==> config.mk <==
export PLATFORM = sky130hd
export DESIGN_NAME = hazard_stall_ctrl
export DESIGN_NICKNAME = d
export VERILOG_FILES = /design/src/rtl/hazard_stall_ctrl_pkg.sv /design/src/rtl/hazard_tag_pipe.sv /design/src/rtl/hazard_stall_ctrl.sv
export SDC_FILE = /design/constraint.sdc
export NUM_CORES = 1
export LEC_CHECK = 0
export ABC_AREA = 1
export BUFFER_PORTS_ARGS = -buffer_cell sky130_fd_sc_hd__buf_2
export CORE_UTILIZATION = 56
export CTS_CLUSTER_DIAMETER = 150
export DETAILED_ROUTE_END_ITERATION = 6
export MAX_ROUTING_LAYER = met4
export PLACE_DENSITY = 0.88
export SLEW_MARGIN = 10
export SYNTH_ARGS = -nofsm -noshare
export SYNTH_HDL_FRONTEND = slang
export SYNTH_HIERARCHICAL = 1
export SYNTH_SLANG_ARGS = --single-unit
==> constraint.sdc <==
create_clock -name clk -period 3.15 [get_ports clk]
set_input_delay 0.315 -clock clk [delete_from_list [all_inputs] [get_ports clk]]
set_output_delay 0.315 -clock clk [all_outputs]
set_load 0.01 [all_outputs]
==> src/rtl/hazard_stall_ctrl_pkg.sv <==
// Shared types and constants for the decode-stage interlock controller.
// The in-flight tag is {valid, register number}; the NOP tag never matches.
package hazard_stall_ctrl_pkg;

  localparam int DEF_REG_W = 3;
  localparam int DEF_CNT_W = 16;

  localparam int IDX_IDEX  = 0;
  localparam int IDX_EXMEM = 1;
  localparam int IDX_MEMWB = 2;

  typedef struct packed {
    logic                 valid;
    logic [DEF_REG_W-1:0] rnum;
  } tag_t;

  localparam tag_t TAG_NOP = '{valid: 1'b0, rnum: '0};

  function automatic logic tag_hit(input tag_t t, input logic [DEF_REG_W-1:0] r);
    return t.valid && (t.rnum == r);
  endfunction

endpackage

==> src/rtl/hazard_tag_pipe.sv <==
// Three-stage shift register of in-flight destination tags (ID/EX -> EX/MEM -> MEM/WB).
// Advances every edge; a bubble loads the NOP tag into ID/EX.
module hazard_tag_pipe
  import hazard_stall_ctrl_pkg::*;
(
  input  logic clk,
  input  logic rst,
  input  logic bubble,
  input  tag_t id_tag,
  output tag_t tag_idex,
  output tag_t tag_exmem,
  output tag_t tag_memwb
);

  always_ff @(posedge clk or negedge rst) begin
    if (!rst) begin
      tag_idex  <= TAG_NOP;
      tag_exmem <= TAG_NOP;
      tag_memwb <= TAG_NOP;
    end else begin
      tag_memwb <= tag_exmem;
      tag_exmem <= tag_idex;
      tag_idex  <= bubble ? TAG_NOP : id_tag;
    end
  end

endmodule

==> src/rtl/hazard_stall_ctrl.sv <==
// Decode interlock for the non-forwarding 5-stage pipe: stalls ID while any
// source register is still owned by a writer in ID/EX, EX/MEM or MEM/WB.
module hazard_stall_ctrl
  import hazard_stall_ctrl_pkg::*;
#(
  parameter int REG_W = DEF_REG_W,
  parameter int CNT_W = DEF_CNT_W
) (
  input  logic             clk,
  input  logic             rst,
  input  logic             id_valid,
  input  logic [REG_W-1:0] id_rs,
  input  logic             id_rs_used,
  input  logic [REG_W-1:0] id_rt,
  input  logic             id_rt_used,
  input  logic [REG_W-1:0] id_rd,
  input  logic             id_wr,
  input  logic             flush,
  output logic             stall,
  output logic             bubble,
  output logic [REG_W-1:0] tag_idex,
  output logic [REG_W-1:0] tag_exmem,
  output logic [REG_W-1:0] tag_memwb,
  output logic [2:0]       tag_v,
  output logic [CNT_W-1:0] stall_cnt
);

  tag_t id_tag;
  tag_t t_idex, t_exmem, t_memwb;
  logic hit_rs, hit_rt, hazard;

  assign id_tag = '{valid: id_wr, rnum: id_rd};

  hazard_tag_pipe u_tag_pipe (
    .clk       (clk),
    .rst       (rst),
    .bubble    (bubble),
    .id_tag    (id_tag),
    .tag_idex  (t_idex),
    .tag_exmem (t_exmem),
    .tag_memwb (t_memwb)
  );

  // No write-through in the register file, so MEM/WB still blocks a read.
  always_comb begin
    hit_rs = id_rs_used &&
             (tag_hit(t_idex, id_rs) || tag_hit(t_exmem, id_rs) || tag_hit(t_memwb, id_rs));
    hit_rt = id_rt_used &&
             (tag_hit(t_idex, id_rt) || tag_hit(t_exmem, id_rt) || tag_hit(t_memwb, id_rt));
    hazard = id_valid && !flush && (hit_rs || hit_rt);
    stall  = hazard;
    bubble = hazard || flush || !id_valid;
  end

  assign tag_idex  = t_idex.rnum;
  assign tag_exmem = t_exmem.rnum;
  assign tag_memwb = t_memwb.rnum;
  assign tag_v[IDX_IDEX]  = t_idex.valid;
  assign tag_v[IDX_EXMEM] = t_exmem.valid;
  assign tag_v[IDX_MEMWB] = t_memwb.valid;

  always_ff @(posedge clk or negedge rst) begin
    if (!rst) begin
      stall_cnt <= '0;
    end else if (stall && (stall_cnt != {CNT_W{1'b1}})) begin
      stall_cnt <= stall_cnt + CNT_W'(1);
    end
  end

endmodule

==> results.md, run 1 <==
- Post-Synth Simple-Gate Area: 44.38%
- Area share of the largest cell type after synthesis: 40.61%
- CTS sink count: 28
- DRT Pass-1 Iters: 6
- Synth Net Count: 274
- GRT Total Usage: 24.94%
- P&R area growth vs syn: 15.66%
- Synth unique cells: 19
- Initial antenna violation count: 0
- Syn_area_per_cell: 6.714 um2
- Post-synth EDFFs: 0
- Fillers: 236
- Finish-stage setup viols: 0
- # H-tree levels: 1
- Compound-Gate Fraction of Synth Area: 0.5801%
- Sequential area share after synthesis: 40.61%
- CTS Root Buffer Type: clkbuf_4
- Top cells by count, synth: nand2_1 (109), nor2_1 (35), inv_1 (32)
- WL/cell: 10.59 um
- P_leak: 0.001178 uW
- Actual slew at the worst max-slew pin: 0.6487 ns
- GP Congestion: 0.9079
- CP Launch Type: flop
- Worst VDD drop: 0.0002691 V
- Worst min path class: in2reg
- Layout net count: 320
- Cell with the most instances after synthesis: nand2_1
- Clock slew at reported path FFs: 0.14 ns
- Top_reg_cell synth: dfrtp_1
- Antenna cells: 0
- Setup_tns: 0 ns
- Worst Setup Path Type: reg2out
- Max Fclk: 419.4 MHz
- # rows: 19
- Post-DP HPWL: 2645 um
- Worst path arrival time: 2.07 ns
- Run status: complete, but fails checks
- DRT Wirelength: 3515 um
- Full die area: 3307 um2
- Number of synthesized register bits: 28
- Adder-Cell Fraction of Synth Area: 0.7252%
- Post-CTS Hold Buffers: 1
- Setup crit end kind: primary output
- Post-synthesis mux area share: 0%
- RSZ-0062 raised after global routing: false
- Max Cap Viol: 0
- Max Root-Sink Buffers: 2
- Worst path required time: 2.83 ns
- YS warnings: 6
- Violated checks: design-rule violations
- # DRC: 5
- Final hold vios: 0
- Post-synth top area cell: dfrtp_1
- Final Max Tran Viols: 0
- Main combinational cell family by area after synthesis: simple AND/OR/NAND/NOR gates
- Drt first-iter violations: 91
- Asr flop ratio synth: 100.0%
- CTS Buf Count: 3
- Synth top area cells: dfrtp_1 (41%), nand2_1 (24%), nor2_1 (7.6%)
- # resized after CTS: 0
- Grt total ovfl: 0
- Post-CTS setup buffer count: 0
- CP Max Fanout: 21
- Detail Route Antenna Nets: 0
- Largest net degree at the start of global routing: 29
- Tcrit/Tclk final: 75.70%
- Vias per cell: 4.949
- PwrDens: 321.3 nW/um2
- Port bufs: 45
- Num ports: 46
- Clock skew: 0.004831 ns
- Relative slew margins: 56.65%
- Post-Syn Area: 1725 um2
- DIE WIDTH: 57.51 um
- Final min period: 2.384 ns
- Synth Area in XOR/XNOR: 4.569%
- DIE HEIGHT: 57.51 um
- Cells after synthesis: 257
- First-pass GRT wire length: 6182 um
- CTS tree: done
- Vias in the first global route: 1414
- Post-Route Utilization: 70.54%
- Vias: 1643
- Core area: 2829 um2
- Clock Latency Late Sink: 0.33 ns
- Initial core utilization: 60.99%
- Layout cell share with drive strength beyond 1: 18.60%
## worst paths after layout
kind	from	end	slack [ns]	cells past startpoint
worst min register to register	u_tag_pipe/tag_idex[3]$_DFF_PN0_	u_tag_pipe/tag_exmem[3]$_DFF_PN0_	0.46	0
min in group asynchronous	rst	stall_cnt[15]$_DFFE_PN0P_	0.50	2
worst max-delay path	u_tag_pipe/tag_idex[1]$_DFF_PN0_	stall	0.77	11
max in group asynchronous	rst	u_tag_pipe/tag_memwb[0]$_DFF_PN0_	2.26	2
worst min-delay path	id_wr	u_tag_pipe/tag_idex[3]$_DFF_PN0_	0.17	3
worst max register to register	u_tag_pipe/tag_idex[1]$_DFF_PN0_	stall_cnt[10]$_DFFE_PN0P_	1.00	11
## flip-flops by register name, summed over array words and instances (netlist names)
name and flops:
stall_cnt 16, u_tag_pipe/tag_exmem 4, u_tag_pipe/tag_idex 4, u_tag_pipe/tag_memwb 4
## metal layers
metal,share of wire (%),track usage [%]
met4,0.83,7.317
met2,43,35.22
met3,5.4,3.401
met5,0,-
met1,50,37.26
## cells by family after synthesis
family / Yosys count
DFF: 28
adders and majority gates: 1
AOI/OAI and AO/OA: 2
xor gates and xnor gates: 9
and+or+nand+nor: 178
buffers and inverters: 39
## cells in the final DEF (no fill, tap or decap), drive strengths merged, types with 2 or more instances in the layout
cell type | netlist | final
nand2 | 111 | 111
dfrtp | 28 | 28
nand3 | 11 | 11
xor2 | 8 | 8
o21ai | 2 | 2
nand4 | 18 | 18
clkbuf | 2 | 3
inv | 33 | 33
buf | 4 | 46
nor2 | 37 | 37
## per-stage QoR
step | setup slack (ns) | cell area, um2 | hold WS (ns) | power (uW) | cells
after floorplan | 1.554 | 1725 | 0.01941 | 454.1 | 257
after global placement | 1.052 | 1963 | 0.3610 | 498.5 | 328
after detailed placement | 1.016 | 1963 | 0.3570 | 500.0 | 328
after CTS | 0.7478 | 1996 | 0.1626 | 646.7 | 332
after global routing | 0.5182 | 1996 | 0.1464 | 679.4 | 332
final | 0.7656 | 1996 | 0.1659 | 641.2 | 332
## area by class of cell
| class | count | area, um2 | share of cell area [%] |
|---|---|---|---|
| clock buffers | 3 | 22.52 | 1.129 |
| inverters | 33 | 123.9 | 6.207 |
| multi-input cells | 190 | 867.1 | 43.45 |
| flip-flops and latches | 28 | 700.7 | 35.11 |
| well taps | 31 | 38.79 | 1.944 |
| repair buffers | 47 | 242.7 | 12.16 |
## critical path, cell delays in order (launching register included)
cell and delay (ns):
dfrtp_1 0.46, inv_1 0.08, nand2_1 0.06, nand2_1 0.04
nor2_1 0.11, nand2_1 0.06, nand3_1 0.07, nand2_1 0.07
nand2_1 0.49, nand2_1 0.10, inv_1 0.08, buf_2 0.12
## power breakdown
part	internal, uW	total [uW]	leakage (uW)	switching (uW)
sequential	375	393	0.000383	19.0
combinational	39.0	101	0.000781	61.6
clock	45.0	147	0.0000138	102
No activity file was read; power rests on OpenSTA's default activity.
==> run 2: changes to the inputs <==
- CORE_UTILIZATION: 56 -> 52
- PLACE_DENSITY: 0.88 -> 0.83
- clock period: 3.15 -> 2.4 ns (I/O delays scaled with it)
==> results.md, run 2 (synthesized netlist as in run 1, its figures left out) <==
- CTS sink count: 28
- Initial antenna violation count: 0
- P&R area growth vs syn: 17.04%
- Placement Setup Slack: 0.5634 ns
- # DRC: 0
- Vias in the first global route: 1437
- Clock skew: 0.01500 ns
- # H-tree levels: 1
- Switching power: 246.4 uW
- WL/cell: 11.20 um
- Detail Route Antenna Nets: 0
- Sw Ratio: 28.95%
- Full die area: 3552 um2
- DRT Pass-1 Iters: 4
- Hold path cells: 3
- Internal power: 604.7 uW
- Final min period: 1.961 ns
- Max Cap Viol: 0
- Worst path required time: 2.16 ns
- Post-route cell area: 2019 um2
- RSZ-0062 raised after global routing: false
- Clock slew at reported path FFs: 0.14 ns
- GP Congestion: 0.9350
- Clock Latency Late Sink: 0.32 ns
- Gate power share: 16.8%
- Antenna cells: 0
- Drt first-iter violations: 85
- First-pass GRT wire length: 6582 um
- CP Launch Type: flop
- GRT Total Usage: 25.21%
- Setup crit end kind: primary output
- P_leak: 0.001183 uW
- Flop pwr share: 60.7%
- Clock share of power: 22.5%
- Worst VDD drop: 0.0002611 V
- Grt total ovfl: 0
- Post-DP HPWL: 2930 um
- Vias: 1720
- Tcrit/Tclk final: 81.70%
- CTS Root Buffer Type: clkbuf_4
- R2R Setup Slk: 0.55 ns
- Commonest non-fill, non-tap cell in the layout: nand2_1
- DIE WIDTH: 59.60 um
- Worst min path class: in2reg
- Run status: finished, final reports clean
- CTS Buf Count: 3
- Worst Setup Path Type: reg2out
- Max FFs per register: 16
- Layout cell share with drive strength beyond 1: 18.87%
- Vias per cell: 4.971
- Largest net degree at the start of global routing: 29
- Top reg by flops: stall_cnt
- Final hold vios: 0
- Relative slew margins: 58.63%
- # rows: 20
- Max Root-Sink Buffers: 2
- Setup_tns: 0 ns
- Max Fclk: 510.0 MHz
- Hold slack: 0.1062 ns
- Num ports: 46
- Port bufs: 45
- PwrDens: 421.5 nW/um2
- Actual slew at the worst max-slew pin: 0.6205 ns
- DRT Wirelength: 3874 um
- Initial core utilization: 55.60%
- Most frequent cells in the layout: nand2_1 (109), buf_2 (45), nor2_1 (35)
- Post-CTS setup buffer count: 0
- Worst path arrival time: 1.72 ns
- Layout net count: 321
- Core area: 3103 um2
- CP Max Fanout: 8
- CTS tree: done
- DIE HEIGHT: 59.60 um
- Finish-stage setup viols: 0
- Post-DP Area: 1987 um2
- Final Max Tran Viols: 0
- Final setup margin: 0.4392 ns
- Worst reg2reg path depth: 9
## run 2: critical path: stages, from the launching register on
cell     delay (ns)
dfrtp_1        0.47
inv_1          0.06
nand2_1        0.06
nand2_1        0.05
nor2_1         0.10
nand2_1        0.06
nand3_1        0.07
nand2_1        0.06
nand2_1        0.21
nand2_1        0.09
inv_1          0.07
buf_2          0.12
## run 2: final timing paths
kind,from,endpoint
worst max-delay path,u_tag_pipe/tag_exmem[0]$_DFF_PN0_,stall
worst min-delay path,id_rd[0],u_tag_pipe/tag_idex[0]$_DFF_PN0_
worst max register to register,stall_cnt[0]$_DFFE_PN0P_,stall_cnt[0]$_DFFE_PN0P_
worst min register to register,u_tag_pipe/tag_idex[1]$_DFF_PN0_,u_tag_pipe/tag_exmem[1]$_DFF_PN0_
max in group asynchronous,rst,u_tag_pipe/tag_exmem[1]$_DFF_PN0_
min in group asynchronous,rst,stall_cnt[13]$_DFFE_PN0P_
## run 2: final cells by class
type                       count  area [um2]
fill                         306        1084
multi-input combinational    190       867.1
sequential                    28       700.7
timing repair buffer          48       250.2
inverter                      33       123.9
tap                           44       55.05
clock buffer                   3       22.52
## run 2: stage by stage
stage	utilization (%)	std cells	total power (uW)
after floorplan	-	257	596.1
after global placement	64.03	342	657.4
after detailed placement	64.03	342	667.3
after CTS	65.08	346	857.6
after global routing	65.08	346	898.3
final	65.08	346	851.2
## run 2: per-layer routing
layer | vias up | global-route usage, % | routed length [um] | share of wire [%]
met3 | 2 | 2.620 | 220 | 5.7
met5 | - | - | 0 | 0
li1 | 883 | - | - | -
met4 | 0 | 5.316 | 19 | 0.49
met1 | 783 | 38.67 | 1936 | 50
met2 | 52 | 35.79 | 1698 | 44
## run 2: power groups by stage
| stage | Combinational, uW | Sequential (uW) | Clock (uW) |
|---|---|---|---|
| after floorplan | 65.7 | 530 | 0 |
| after global placement | 134 | 523 | 0 |
| after detailed placement | 141 | 526 | 0 |
| after CTS | 143 | 517 | 198 |
| after global routing | 163 | 521 | 214 |
| final | 143 | 517 | 191 |
## run 2: timing repair
action | 4_1_cts | 5_1_grt
setup endpoints to repair | 0 | 0
hold endpoints to repair | 28 | 0
gates resized for setup | 0 | 0
hold buffers | 1 | 0
